$ cat config.mk
export PLATFORM = sky130hd
export DESIGN_NAME = codec_cfg_sequencer_flat
export DESIGN_NICKNAME = d
export VERILOG_FILES = /design/src/rtl/codec_cfg_pkg.sv /design/src/rtl/codec_cfg_if.sv /design/src/rtl/codec_cfg_table.sv /design/src/rtl/codec_cfg_sequencer.sv /design/src/flat_wrapper.sv
export SDC_FILE = /design/constraint.sdc
export NUM_CORES = 1
export LEC_CHECK = 0
export ABC_AREA = 1
export CAP_MARGIN = 10
export CORE_ASPECT_RATIO = 1.1
export CORE_MARGIN = 5
export CORE_UTILIZATION = 35
export CTS_CLUSTER_DIAMETER = 200
export DETAILED_ROUTE_END_ITERATION = 6
export HOLD_SLACK_MARGIN = 0.15
export PLACE_DENSITY = 0.57
export SYNTH_ARGS = -nofsm -noshare
export SYNTH_HDL_FRONTEND = slang
export SYNTH_SLANG_ARGS = --single-unit
export TNS_END_PERCENT = 1
$ cat constraint.sdc
create_clock -name Clk -period 2.3 [get_ports Clk]
set_clock_uncertainty 0.05 [all_clocks]
set_input_delay 0.46 -clock Clk [delete_from_list [all_inputs] [get_ports Clk]]
set_output_delay 0.46 -clock Clk [all_outputs]
set_load 0.005 [all_outputs]
$ cat src/rtl/codec_cfg_pkg.sv
// codec_cfg_pkg: shared FSM state type, table word type and default codec register table
package codec_cfg_pkg;
  typedef enum logic [2:0] {IDLE, LOAD, START, WAIT, GAP, FIN, ERR} cfg_state_t;
  typedef logic [15:0] cfg_word_t;
  localparam cfg_word_t CODEC_DEFAULT_TBL [16] = '{
    16'h0815, 16'h0A00, 16'h0C00, 16'h0E42, 16'h1019, 16'h1201, 16'h0000, 16'h0000,
    16'h0000, 16'h0000, 16'h0000, 16'h0000, 16'h0000, 16'h0000, 16'h0000, 16'h0000
  };
endpackage

$ cat src/rtl/codec_cfg_if.sv
// codec_cfg_if: START/DONE write handshake between the sequencer and the I2C_AUD master
interface codec_cfg_if;
  logic       start;
  logic [7:0] dev_addr;
  logic [7:0] secdata;
  logic [7:0] thirddata;
  logic       done;
  logic       ack_err;
  modport master (output start, dev_addr, secdata, thirddata, input done, ack_err);
  modport slave (input start, dev_addr, secdata, thirddata, output done, ack_err);
endinterface

$ cat src/rtl/codec_cfg_table.sv
// codec_cfg_table: constant register table, or a writable copy of it when CODEC_CFG_WRITE_EN is defined
module codec_cfg_table
  import codec_cfg_pkg::*;
(
`ifdef CODEC_CFG_WRITE_EN
  input  logic      Clk,
  input  logic      Reset_n,
  input  logic      busy,
  input  logic      we,
  input  logic [3:0] waddr,
  input  cfg_word_t wdata,
`endif
  input  logic [3:0] idx,
  output cfg_word_t  word
);
`ifdef CODEC_CFG_WRITE_EN
  cfg_word_t tbl_q [16];
  cfg_word_t tbl_d [16];
  always_comb begin
    tbl_d = tbl_q;
    if (we && !busy) tbl_d[waddr] = wdata;
  end
  always_ff @(posedge Clk or negedge Reset_n)
    if (!Reset_n) tbl_q <= CODEC_DEFAULT_TBL;
    else tbl_q <= tbl_d;
  assign word = tbl_q[idx];
`else
  assign word = CODEC_DEFAULT_TBL[idx];
`endif
endmodule

$ cat src/rtl/codec_cfg_sequencer.sv
// codec_cfg_sequencer: walks the codec table issuing I2C writes with retry, timeout and gap; CODEC_CFG_WRITE_EN adds table write ports
module codec_cfg_sequencer
  import codec_cfg_pkg::*;
#(
  parameter int         NUM_REGS    = 6,
  parameter logic [7:0] DEV_ADDR    = 8'h34,
  parameter int         RETRY_MAX   = 3,
  parameter int         GAP_CYCLES  = 64,
  parameter int         TIMEOUT_CYC = 2**20,
  parameter bit         AUTO_START  = 1'b1
) (
  input  logic        Clk,
  input  logic        Reset_n,
  input  logic        cfg_go,
  codec_cfg_if.master i2c,
  output logic        cfg_busy,
  output logic        cfg_done,
  output logic        cfg_error,
`ifdef CODEC_CFG_WRITE_EN
  input  logic        tbl_we,
  input  logic [3:0]  tbl_waddr,
  input  cfg_word_t   tbl_wdata,
`endif
  output logic [3:0]  cfg_index
);
  localparam int GW = $clog2(GAP_CYCLES + 1);
  localparam int TW = $clog2(TIMEOUT_CYC);
  cfg_state_t state_q, state_d;
  logic [3:0] idx_q, idx_d;
  logic [2:0] retry_q, retry_d;
  logic [GW-1:0] gap_q, gap_d;
  logic [TW-1:0] to_q, to_d;
  logic start_q, start_d, busy_q, busy_d, done_q, done_d, err_q, err_d, auto_q, auto_d;
  logic [7:0] sec_q, sec_d, third_q, third_d;
  logic last_ok;
  cfg_word_t word;
  codec_cfg_table u_tbl (
`ifdef CODEC_CFG_WRITE_EN
    .Clk(Clk), .Reset_n(Reset_n), .busy(busy_q), .we(tbl_we), .waddr(tbl_waddr), .wdata(tbl_wdata),
`endif
    .idx(idx_q), .word(word)
  );
  assign last_ok = retry_q == 3'd0 && idx_q == 4'(NUM_REGS - 1);
  always_comb begin
    state_d = state_q;
    idx_d   = idx_q;
    retry_d = retry_q;
    gap_d   = gap_q;
    to_d    = to_q;
    busy_d  = busy_q;
    done_d  = done_q;
    err_d   = err_q;
    sec_d   = sec_q;
    third_d = third_q;
    auto_d  = 1'b0;
    start_d = state_q == START;
    case (state_q)
      IDLE: if (cfg_go || auto_q) begin
        state_d = LOAD;
        idx_d   = 4'd0;
        retry_d = 3'd0;
        busy_d  = 1'b1;
        done_d  = 1'b0;
        err_d   = 1'b0;
      end
      LOAD: begin
        sec_d   = word[15:8];
        third_d = word[7:0];
        state_d = START;
      end
      START: begin
        to_d    = '0;
        state_d = WAIT;
      end
      WAIT: if (i2c.done && !i2c.ack_err) begin
        retry_d = 3'd0;
        gap_d   = '0;
        state_d = GAP;
      end else if (i2c.done || to_q == TW'(TIMEOUT_CYC - 1)) begin
        retry_d = retry_q < 3'(RETRY_MAX) ? retry_q + 3'd1 : retry_q;
        gap_d   = '0;
        state_d = retry_q < 3'(RETRY_MAX) ? GAP : ERR;
      end else begin
        to_d = to_q + 1'b1;
      end
      GAP: if (gap_q == GW'(GAP_CYCLES - 1)) begin
        state_d = last_ok ? FIN : LOAD;
        idx_d   = retry_q == 3'd0 && !last_ok ? idx_q + 4'd1 : idx_q;
      end else begin
        gap_d = gap_q + 1'b1;
      end
      FIN: begin
        done_d  = 1'b1;
        busy_d  = 1'b0;
        state_d = IDLE;
      end
      ERR: begin
        err_d   = 1'b1;
        busy_d  = 1'b0;
        state_d = IDLE;
      end
      default: state_d = IDLE;
    endcase
  end
  always_ff @(posedge Clk or negedge Reset_n)
    if (!Reset_n) begin
      state_q <= IDLE;
      idx_q   <= 4'd0;
      retry_q <= 3'd0;
      gap_q   <= '0;
      to_q    <= '0;
      start_q <= 1'b0;
      busy_q  <= 1'b0;
      done_q  <= 1'b0;
      err_q   <= 1'b0;
      sec_q   <= 8'd0;
      third_q <= 8'd0;
      auto_q  <= AUTO_START;
    end else begin
      state_q <= state_d;
      idx_q   <= idx_d;
      retry_q <= retry_d;
      gap_q   <= gap_d;
      to_q    <= to_d;
      start_q <= start_d;
      busy_q  <= busy_d;
      done_q  <= done_d;
      err_q   <= err_d;
      sec_q   <= sec_d;
      third_q <= third_d;
      auto_q  <= auto_d;
    end
  assign i2c.start     = start_q;
  assign i2c.dev_addr  = DEV_ADDR;
  assign i2c.secdata   = sec_q;
  assign i2c.thirddata = third_q;
  assign cfg_busy      = busy_q;
  assign cfg_done      = done_q;
  assign cfg_error     = err_q;
  assign cfg_index     = idx_q;
endmodule

$ cat src/flat_wrapper.sv
// flat-port wrapper written by rule: the top's interface ports become plain ports
module codec_cfg_sequencer_flat import codec_cfg_pkg::*;
#(
  parameter int         NUM_REGS    = 6,
  parameter logic [7:0] DEV_ADDR    = 8'h34,
  parameter int         RETRY_MAX   = 3,
  parameter int         GAP_CYCLES  = 64,
  parameter int         TIMEOUT_CYC = 2**20,
  parameter bit         AUTO_START  = 1'b1
)
  (Clk, Reset_n, cfg_go, cfg_busy, cfg_done, cfg_error, cfg_index, i2c_start, i2c_dev_addr, i2c_secdata, i2c_thirddata, i2c_done, i2c_ack_err);
  codec_cfg_if i2c_i ();
  input  logic Clk;
  input  logic Reset_n;
  input  logic cfg_go;
  output logic cfg_busy;
  output logic cfg_done;
  output logic cfg_error;
  output logic [3:0] cfg_index;
  output wire logic [$bits(i2c_i.start)-1:0] i2c_start;
  output wire logic [$bits(i2c_i.dev_addr)-1:0] i2c_dev_addr;
  output wire logic [$bits(i2c_i.secdata)-1:0] i2c_secdata;
  output wire logic [$bits(i2c_i.thirddata)-1:0] i2c_thirddata;
  input wire logic [$bits(i2c_i.done)-1:0] i2c_done;
  input wire logic [$bits(i2c_i.ack_err)-1:0] i2c_ack_err;
  assign i2c_start = i2c_i.start;
  assign i2c_dev_addr = i2c_i.dev_addr;
  assign i2c_secdata = i2c_i.secdata;
  assign i2c_thirddata = i2c_i.thirddata;
  assign i2c_i.done = i2c_done;
  assign i2c_i.ack_err = i2c_ack_err;
  codec_cfg_sequencer #(.NUM_REGS(NUM_REGS), .DEV_ADDR(DEV_ADDR), .RETRY_MAX(RETRY_MAX), .GAP_CYCLES(GAP_CYCLES), .TIMEOUT_CYC(TIMEOUT_CYC), .AUTO_START(AUTO_START)) u_core (.Clk(Clk), .Reset_n(Reset_n), .cfg_go(cfg_go), .i2c(i2c_i), .cfg_busy(cfg_busy), .cfg_done(cfg_done), .cfg_error(cfg_error), .cfg_index(cfg_index));
endmodule
Word-level counts from Yosys, hierarchy flattened
Memory sizes are Yosys's and may differ from the RTL's. A register that Yosys moved wholly into a read port is not among the register bits.
Cells that the tools add are included.
{"block": "totals", "mem_bits_ro": 256, "out_inout_bits": 32, "word_cells": 88, "inputBits": 5, "mem_count": 1, "reg_bits": 42}
{"name": "(no name shown)", "words": 16, "width": 16, "read_ports": 1, "rd_ports_with_merged_regs": 1, "write_ports": 0, "line_no": "codec_cfg_table.sv:28", "text": "assign word = CODEC_DEFAULT_TBL[idx];"}
{"block": "op_classes", "order_cmp": 1, "mux": 28, "reduce_logical": 26, "bitwise": 1, "eq_ne": 17, "add_sub_neg": 4}
{"cell": "$mux 20", "count": 2}
{"cell": "$pmux 20 s2", "count": 1}
{"cell": "$mux 3", "count": 9}
{"cell": "$mux 7", "count": 3}
{"cell": "$add 20x1->20 const B", "count": 1}
{"cell": "$eq 20x20->1 const B", "count": 1}
{"cell": "$pmux 3 s5", "count": 1}
{"cell": "$pmux 7 s2", "count": 1}
{"cell": "$reduce_bool 2->1", "count": 7}
{"cell": "$mux 4", "count": 3}
{"cell": "$eq 3x3->1 const B", "count": 3}
{"cell": "$reduce_and 3->1", "count": 3}
{"cell": "$pmux 4 s2", "count": 1}
{"cell": "$reduce_and 4->1", "count": 2}
{"cell": "$add 7x1->7 const B", "count": 1}
{"cell": "$eq 7x6->1 const B", "count": 1}
{"cell": "$eq 3x2->1 const B", "count": 2}
{"cell": "$logic_not 3->1", "count": 2}
{"cell": "$ne 2x1->1 const B", "count": 3}
{"cell": "$ne 2x2->1 const B", "count": 3}
{"cell": "$ne 3x1->1 const B", "count": 2}
{"cell": "$pmux 1 s2", "count": 3}
{"cell": "$pmux 3 s2", "count": 1}
{"cell": "$reduce_and 2->1", "count": 3}
{"cell": "12 further kinds", "count": 18}

Logic depth before layout (Yosys ltp)
{"block": "logic_depth", "ltp_word": 7, "ltp_mapped": 11, "ltp_nobuf": 10}

Cells and area by module
Synthesis repeated with hierarchy kept, for this count alone.
{"block": "hier_totals", "cells_unflattened": 405, "hier_area_um2": 3298.2}
{"module": "codec_cfg_sequencer", "cells_per_inst": 381, "area_per_inst_um2": 3168.0, "instances": 1, "seq_area_each_um2": 1452.6}
{"module": "codec_cfg_table", "cells_per_inst": 24, "area_per_inst_um2": 130.1, "instances": 1, "seq_area_each_um2": 0.0}

Worst setup path after synthesis
No wires, ideal clock.
{"block": "synth_path", "path_type": "reg2reg", "start": "register u_core.to_q[0]", "end": "register u_core.retry_q[2]", "path_buffers": 1, "required_time_ns": 2.133, "period_less_slack_ns": 1.760, "path_stages_with_launch": 12, "setup_time_ns": 0.117, "arrival_ns": 1.593, "path_slack_ns": 0.540, "cell_sequence": "dfrtp_1 ha_1 nand2_1 nor2_2 nand2_2 nor2_4 nand2_2 nand2_1 buf_4 nand3_1 nand2_1 nand2_1"}
{"block": "synth_via", "elab_chain_cells": 4}
{"item": "start, declared", "line_no": "codec_cfg_sequencer.sv:32", "text": "logic [TW-1:0] to_q, to_d;"}
{"item": "start signal, assigned", "line_no": "codec_cfg_sequencer.sv:124", "text": "to_q <= to_d;"}
{"item": "$eq 20x20->1", "line_no": "codec_cfg_sequencer.sv:79", "text": "end else if (i2c.done || to_q == TW'(TIMEOUT_CYC - 1)) begin"}
{"item": "$logic_or 1x1->1", "line_no": "codec_cfg_sequencer.sv:79"}
{"item": "$ne 3x1->1 (no source line)"}
{"item": "$reduce_and 4->1 (no source line)"}
{"item": "end signal, assigned", "line_no": "codec_cfg_sequencer.sv:122", "text": "retry_q <= retry_d;"}
{"item": "end, declared", "line_no": "codec_cfg_sequencer.sv:30", "text": "logic [2:0] retry_q, retry_d;"}
Every way passes these cells.
A chain may end at the register's enable or synchronous reset.

Worst setup path after layout
{"block": "layout_path", "start": "register u_core.to_q[0]", "end": "register u_core.retry_q[0]"}
Same word-level chain as after synthesis.

==> impl_metrics.py <==
metrics = {
    "status": {
        "status": "finished clean",
    },
    "detailed_routing": {
        "initialDrtViolationCount": 81,
        "avgRoutedWirePerCell_um": 12.2,
        "vias": 2475,
        "drcViolationCount": 0,
        "avgViaCountPerCell": 4.65,
        "antenna_left": 0,
        "wirelength_um": 6470,
        "first_pass_iters": 4,
    },
    "critical_path": {
        "slowest_delay_ns": 0.47,
        "critPathRequiredTime_ns": 2.46,
        "critPathBufInv": 1,
        "crit_path_end_kind": "flip-flop",
        "path_delay_family": "simple AND/OR/NAND/NOR gates",
        "cp_max_fo": 10,
        "critPathKind": "reg -> reg",
        "cpMostUsedCell": "nand2_1",
        "cp_slowest_cell": "dfrtp_1",
        "path_cells": "ha_1 -> nand2_1 -> nor2_2 -> nand2_2 -> nor2_4 -> nand2_2 -> nand2_1 -> buf_4 -> nand3_1 -> nand2_1 -> nand2_1",
        "start_kind": "flip-flop",
        "arrival_ns": 2.17,
    },
    "die": {
        "die-area_sq_mm": 0.0106,
        "start_util_pct": 35.8,
        "die_w_um": 98.4,
        "num_io_pins": 37,
        "core.rowCount": 35,
        "die_h_um": 107,
        "coreArea_sq_mm": 0.00841,
    },
    "sta": {
        "period_needed_ns": 2.01,
        "slew_headroom_pct": 58.4,
        "setup_viol": 0,
        "worst_pin_slew_ns": 0.623,
        "finalCritPeriodShare_pct": 87.6,
        "slew_viol_final": 0,
        "clock.fmax_mhz": 496,
        "fin_tns_setup_ns": 0,
        "hold_viol_final": 0,
        "timing.final.ws_setup_ns": 0.286,
        "rsz0062_at_grt": "false",
    },
    "global_route": {
        "grt_max_degree": 52,
        "gr-total-overflow": 0,
        "grt_antenna_before_repair": 0,
        "grt_pass1_vias": 2458,
        "grt_pass1_wl_um": 11400,
        "grt_use_total_pct": 13.1,
    },
    "pwr": {
        "p_per_area_mw_per_mm2": 854,
        "p_leak_nw": 1.52,
        "peakVddDrop_mv": 0.446,
        "finalPower_mw": 2.93,
    },
    "yosys": {
        "synth_warnings": 0,
        "ys.flop_type": "dfrtp_1",
        "syn_area_per_cell_sq_um": 7.69,
        "synthesis.area_sq_mm": 0.00301,
        "synth-async-reset-ratio_pct": 100,
        "ys_types": 38,
        "syn_inst": 391,
        "synth-seq-cells": 51,
        "synth_edf_count": 0,
        "yosysSeqAreaShare_pct": 42.5,
    },
    "clock_network": {
        "worstSkewPairLatency_ns": 0.31,
        "cts_root_buf": "clkbuf_8",
        "numCtsBuffers": 5,
        "cts.path.max_buffers": 2,
        "clk_pin_slew_ns": 0.10,
        "cts_tree": "yes",
        "cts_htree_levels": 2,
        "numClockSinks": 51,
        "cts_setup_buffers": 0,
    },
    "run": {
        "cap_violations": 0,
    },
    "hold_path": {
        "min_path_type": "reg -> reg",
    },
    "layout": {
        "final_core_util_pct": 40.9,
        "seqCellArea_sq_mm": 0.00128,
        "layout_common_cells": "133 x nand2_1, 50 x dfrtp_1, 43 x nor2_1",
        "n_fill_cell": 901,
        "drive_gt1_share_pct": 8.31,
        "areaGrowthSynthToFinish_pct": 14.2,
        "multi_input_area_sq_mm": 0.00151,
        "final_common_cell": "nand2_1",
        "nets": 433,
        "num_antenna_cells": 0,
    },
    "placed_design": {
        "dp_hpwl_um": 4800,
        "io_buffers": 22,
        "dp_worst_setup_slack_ns": 0.227,
        "gp_congestion": 0.853,
    },
}
[cells by family after synthesis]
family / synth area share (%)
AOI/OAI and AO/OA: 7.61
xor gates and xnor gates: 4.37
adders and majority gates: 3.33
buffers and inverters: 9.07
DFF: 42.5
other: 0.250
and+or+nand+nor: 32.9
[cell type report]
class                      count  area share (%)
inverter                      27            2.95
clock inverter                 2           0.473
clock buffer                   6            2.40
timing repair buffer          31            9.03
sequential                    51            37.2
multi-input combinational    304            43.9
tap                          111            4.04
[final timing paths]
kind,from,endpoint,slack (ns),cells past startpoint
setup / recovery,u_core.to_q[0],u_core.retry_q[0],0.29,11
hold / removal,u_core.cfg_done,u_core.cfg_done,0.44,2
setup reg to reg,u_core.to_q[0],u_core.retry_q[0],0.29,11
hold reg to reg,u_core.cfg_done,u_core.cfg_done,0.44,2
max in group asynchronous,Reset_n,u_core.auto_q,1.30,3
min in group asynchronous,Reset_n,u_core.to_q[15],0.61,3
[cell usage after synthesis, types with 4 or more instances]
| master | instances | share of area (%) |
|---|---|---|
| nand2_1 | 134 | 17 |
| dfrtp_1 | 50 | 42 |
| nor2_1 | 43 | 5.4 |
| nand3_1 | 31 | 5.2 |
| inv_1 | 27 | 3.4 |
| buf_4 | 17 | 4.2 |
| xor2_1 | 12 | 3.5 |
| o21ai_0 | 11 | 1.8 |
| ha_1 | 8 | 3.3 |
| o21ai_1 | 6 | 1.0 |
| o21ai_2 | 4 | 1.2 |
[worst reg2reg max path, cell delays in order (launching register included)]
cell and delay [ns]:
dfrtp_1 0.47, ha_1 0.29, nand2_1 0.11, nor2_2 0.13
nand2_2 0.10, nor2_4 0.12, nand2_2 0.09, nand2_1 0.12
buf_4 0.19, nand3_1 0.13, nand2_1 0.08, nand2_1 0.05
[power by group]
part           internal [mW]  switching, mW
registers               1.05          0.137
clock network          0.246          0.321
logic                  0.481          0.696
[per-stage QoR]
step | hold WS, ns | cell area, sq um | instances
6_report | 0.439 | 3440 | 532
5_1_grt | 0.477 | 3440 | 532
4_1_cts | 0.441 | 3430 | 532
3_5_place_dp | 0.412 | 3320 | 523
3_3_place_gp | 0.416 | 3320 | 523
2_1_floorplan | 0.114 | 3060 | 404
[layer usage]
layer	share of wire, %	GRT usage [%]
met3	4.1	2.86
met2	49	22.2
met4	1.5	3.90
met1	46	16.6
met5	0	0
[state kept, by name, summed over array words and instances, names as in the netlist]
signal                flops
u_core.i2c.start          1
u_core.cfg_busy           1
u_core.cfg_done           1
u_core.retry_q            3
u_core.cfg_index          4
u_core.state_q            3
u_core.i2c.secdata        4
u_core.cfg_error          1
u_core.auto_q             1
u_core.to_q              20
u_core.gap_q              7
u_core.i2c.thirddata      5
[what timing repair did]
item	in CTS	in global routing
hold buffers	1	0
endpoints found under the hold margin	50	0
gates resized for setup	0	1
setup endpoints to repair	0	1
Power figures use the tool's default switching activity.
==> variant 1: new RTL, config.mk and constraints unchanged <==
The 7 states of `cfg_state_t` get a one-hot encoding in 7 bits.
--- a/src/rtl/codec_cfg_pkg.sv
+++ b/src/rtl/codec_cfg_pkg.sv
@@ -1,6 +1,6 @@
 // codec_cfg_pkg: shared FSM state type, table word type and default codec register table
 package codec_cfg_pkg;
-  typedef enum logic [2:0] {IDLE, LOAD, START, WAIT, GAP, FIN, ERR} cfg_state_t;
+  typedef enum logic [6:0] {IDLE = 7'b0000001, LOAD = 7'b0000010, START = 7'b0000100, WAIT = 7'b0001000, GAP = 7'b0010000, FIN = 7'b0100000, ERR = 7'b1000000} cfg_state_t;
   typedef logic [15:0] cfg_word_t;
   localparam cfg_word_t CODEC_DEFAULT_TBL [16] = '{
     16'h0815, 16'h0A00, 16'h0C00, 16'h0E42, 16'h1019, 16'h1201, 16'h0000, 16'h0000,
Formal check against the unedited RTL: no difference found for any inputs over 10 cycles, from zero or initial values and one cycle with Reset_n low; not proved beyond that.
==> variant 1 against the original RTL <==
Worst setup slack better by 0.077 ns. Cell area is 5.9% higher. Via count is 8.0% higher. Wire length is 6.5% higher. Non-clock buffer count stayed put. Largest power group unchanged. Fmax is 4.0% higher. Clock power is 6.3% lower. Critical path type unchanged. Highest routed layer unchanged. Total power is 15% lower. Area after synthesis is 6.9% higher. Sequential cell count is 4 higher.
==> variant 1: results (changes against the original RTL) <==
Layout
  – Share of layout cells above drive strength 1: 7.359% (-0.95 points)
  – Final #Nets: 474 (+9.5%)
  – Fillers: 928 (+3.0%)

Synth
  – Sequential share of the synthesized area: 42.90% (+0.43 points)
  – Synth cell types: 29 (-24%)
  – Synth cell count leaders: 150 x nand2_1, 53 x dfrtp_1, 47 x nor2_1
  – Avg Cell Area, Syn: 7.458 um^2 (-3.1%)

Route
  – Routed WL: 6893 um (+6.5%)
  – Routed wire per std cell: 11.97 um (-1.6%)
  – Initial detailed-routing violation count: 90 (+11%)
  – Via count: 2674 (+8.0%)

Setup path
  – Flop2flop setup slack: 0.36 ns (+0.08 ns)
  – Crit path arrival time: 2.09 ns (-0.08 ns)
  – CP Max Fanout: 11 (+1)
  – Reg2Reg Depth: 9 (-2)
  – Critical path startpoint: u_core.state_q[5]$_DFFE_PN0P_
  – Crit path to: u_core.gap_q[3]$_DFFE_PN0P_
  – Worst reg2reg startpoint: u_core.state_q[5]$_DFFE_PN0P_
  – Slowest cell delay on critical path: 0.41 ns (-0.06 ns)

GRT
  – First-pass GRT wire length: 12090 um (+6.1%)
  – Largest net degree at the start of global routing: 28 (-46%)
  – Vias in the first global route: 2633 (+7.1%)
  – Gr usage total: 13.13% (+0.050 points)

Outcome
  – Status: finished clean

Placement
  – Placed inst area: 3540 um^2 (+6.5%)
  – Routability Congestion: 0.8849 (+3.7%)
  – Pre-CTS WS: 0.2716 ns (+0.04442 ns)
  – Post-DP HPWL: 5394 um (+12%)

CTS
  – CTS buffer count: 5 (unchanged)

Power and ir drop
  – Pleak: 1.737 nW (+14%)

STA
  – Final worst-path cycle share: 84.21% (-3.4 points)
[variant 1: routing by layer]
| metal | vias up | part of all wire, % | global-route usage, % |
|---|---|---|---|
| met1 | 1231 | 43 | 16.00 |
| met5 | - | 0 | 0 |
| li1 | 1385 | - | - |
| met4 | 0 | 2.1 | 4.433 |
| met3 | 11 | 3.9 | 2.459 |
| met2 | 47 | 51 | 22.82 |
[variant 1: report_power, final]
| part | leakage, nW | internal (W) | switching, W |
|---|---|---|---|
| combinational | 0.967 | 0.000299 | 0.000462 |
| clock | 0.0402 | 0.000213 | 0.000319 |
| sequential | 0.731 | 0.00110 | 0.0000915 |
| total | 1.74 | 0.00161 | 0.000872 |
[variant 1: cell families after synthesis]
| logic type | Yosys count | share of synthesized area [%] |
|---|---|---|
| buffers and inverters | 61 | 9.459 |
| other | 2 | 0.2336 |
| XOR/XNOR | 15 | 4.087 |
| adder cells (fa/ha/maj) | 8 | 3.114 |
| AO/OA/AOI/OAI | 22 | 4.360 |
| flip-flops | 55 | 42.90 |
| AND/OR/NAND/NOR | 268 | 35.85 |
[variant 1: worst min path at each step]
| stage | from | to | slack, ns |
|---|---|---|---|
| after global routing | u_core.i2c.secdata[4]$_DFFE_PN0P_ | u_core.i2c.secdata[4]$_DFFE_PN0P_ | 0.48 |
| final | u_core.cfg_error$_DFFE_PN0P_ | u_core.cfg_error$_DFFE_PN0P_ | 0.43 |
| after detailed placement | Reset_n | u_core.i2c.thirddata[4]$_DFFE_PN0P_ | 0.33 |
| after floorplan | Reset_n | u_core.cfg_busy$_DFFE_PN0P_ | 0.11 |
| after global placement | Reset_n | u_core.i2c.thirddata[4]$_DFFE_PN0P_ | 0.33 |
| after CTS | u_core.cfg_error$_DFFE_PN0P_ | u_core.cfg_error$_DFFE_PN0P_ | 0.44 |
[variant 1: what timing repair did]
item	4_1_cts	5_1_grt
buffers inserted	0	0
hold buffers	1	0
gates resized for setup	0	0
endpoints found under the hold margin	11	0
setup endpoints to repair	0	0
[variant 1: cell type report]
| cell class | instances | area, um^2 | area share (%) |
|---|---|---|---|
| timing repair buffer | 31 | 297.8 | 8.184 |
| inverter | 40 | 150.1 | 4.127 |
| clock buffer | 5 | 68.82 | 1.891 |
| sequential | 55 | 1379 | 37.90 |
| tap | 114 | 142.6 | 3.920 |
| multi-input combinational | 328 | 1580 | 43.43 |
| clock inverter | 3 | 20.02 | 0.5502 |
[variant 1: worst min-delay path, delay by kind of cell (launching register included)]
kind,cells,cell delay [ns]
simple gates,2,0.10
flops,1,0.36
==> variant 2: new RTL, same settings <==
Without the edit above. `GAP_CYCLES` is set to 64 in 2 places; all go to 128.
--- a/src/rtl/codec_cfg_sequencer.sv
+++ b/src/rtl/codec_cfg_sequencer.sv
@@ -5,7 +5,7 @@
   parameter int         NUM_REGS    = 6,
   parameter logic [7:0] DEV_ADDR    = 8'h34,
   parameter int         RETRY_MAX   = 3,
-  parameter int         GAP_CYCLES  = 64,
+  parameter int         GAP_CYCLES  = 128,
   parameter int         TIMEOUT_CYC = 2**20,
   parameter bit         AUTO_START  = 1'b1
 ) (
--- a/src/flat_wrapper.sv
+++ b/src/flat_wrapper.sv
@@ -4,7 +4,7 @@
   parameter int         NUM_REGS    = 6,
   parameter logic [7:0] DEV_ADDR    = 8'h34,
   parameter int         RETRY_MAX   = 3,
-  parameter int         GAP_CYCLES  = 64,
+  parameter int         GAP_CYCLES  = 128,
   parameter int         TIMEOUT_CYC = 2**20,
   parameter bit         AUTO_START  = 1'b1
 )
Function: same outputs for any inputs over 10 cycles, from zero or initial values and one cycle with Reset_n low; that may be too few to reach the edited logic, so the function may still have changed.
==> variant 2 against the original RTL <==
Combinational power decreased by 3%. Worst hold slack got worse by 0.0035 ns. Cell area increased by 3.2%. Sequential cell count increased by 1. Via count increased by 2.2%. Wire length increased by 6.2%. Worst setup slack got worse by 0.024 ns. Non-clock buffer count unchanged. Synthesized cell count increased by 2.8%. Global-route usage increased by 0.39 points. Area after synthesis increased by 3.8%. Total power increased by 2.0%.
==> variant 2: results (changes against the original RTL) <==
Setup path
  – Slowest CP cell: dfrtp_1
  – Flop2flop setup slack: 0.26 ns (-0.02 ns)
  – Slowest cell delay on critical path: around 0.46 ns
  – CP Max Fanout: 15 (+5)
  – Reg2Reg Depth: 8 (-3)
  – Crit path to: u_core.to_q[5]$_DFFE_PN0P_

Placement
  – Pre-CTS WS: 0.2681 ns (+0.04090 ns)
  – Post-DP HPWL: 5107 um (+6.4%)
  – Routability Congestion: 0.7839 (-8.1%)

Layout
  – Multi-input gates: 309 (+1.6%)
  – Share of layout cells above drive strength 1: 11.81% (+3.5 points)
  – Sequential share of cell area: 36.72% (-0.46 points)
  – Clock-cell share of area: 3.245% (+0.37 points)
  – CLK BUF: 5 (-1)
  – Inverters: 32 (+19%)
  – Fillers: 904 (+0.33%)
  – Biggest register: u_core.to_q

Synth
  – Sequential share of the synthesized area: 41.72% (-0.75 points)
  – Post-synthesis adder-cell area fraction: 3.206% (-0.12 points)
  – Synth Area in XOR/XNOR: 4.208% (-0.16 points)
  – Synth cell count leaders: 123 x nand2_1, 51 x dfrtp_1, 46 x nor2_1
  – Post-synthesis compound-gate area fraction: 8.697% (+1.1 points)
  – Top post-synthesis cells by area: dfrtp_1 41%, nand2_1 15%, nor2_1 5.5%
  – Synth cell types: 41 (+7.9%)

Outcome
  – Status: finished clean

Route
  – Initial detailed-routing violation count: 109 (+35%)
  – Routed WL: 6875 um (+6.2%)
  – WL met1: 3161 um (+7.3%)
  – Met2 wire length: 3465 um (+9.5%)
  – Via/cell ratio: 4.634 (-0.40%)
  – Met3 wire length: 176 um (-33%)

GRT
  – Gr usage total: 13.47% (+0.39 points)
  – Vias in the first global route: 2482 (+0.98%)
  – First-pass GRT wire length: 11970 um (+5.0%)
  – Met2 Use GR: 23.12% (+0.90 points)
  – Largest net degree at the start of global routing: 26 (-50%)
  – Grt met1 use: 17.54% (+0.92 points)

STA
  – Final worst-path cycle share: 88.59% (+1.0 points)
  – Max-slew headroom: 65.92% (+7.6 points)
  – Hold Slack: 0.4357 ns (-0.003451 ns)

CTS
  – Total clock sinks: 52 (+2.0%)
  – CTS H-tree lvls: 2 (unchanged)

Power and ir drop
  – Pleak: 1.536 nW (+1.1%)
==> variant 2: cell types whose count changed after synthesis, moves of 3 or more <==
cell      delta
nand3_2      +3
a21oi_2      +3
o21bai_1     +3
inv_2        +4
nand2_1     -11
nor2_2       +3
nor2_1       +3
nand2_2      +3
==> variant 2: report_power, final <==
| group | total, W | switching (W) | leakage [nW] | internal, W |
|---|---|---|---|---|
| combinational | 0.00114 | 0.000705 | 0.783 | 0.000436 |
| sequential | 0.00119 | 0.000129 | 0.699 | 0.00106 |
| clock | 0.000660 | 0.000331 | 0.0548 | 0.000329 |
| total | 0.00299 | 0.00116 | 1.54 | 0.00183 |
==> variant 2: through the flow <==
stage,instance area [um^2],total power [W],cells
3_3_place_gp,3422,0.002363,537
3_5_place_dp,3422,0.002368,537
5_1_grt,3547,0.003243,546
6_report,3547,0.002993,546
2_1_floorplan,3171,0.001969,415
4_1_cts,3547,0.003046,546
==> variant 2: timing repair <==
item	in CTS	in global routing
setup endpoints to repair	0	0
endpoints found under the hold margin	9	0
hold buffers	1	0
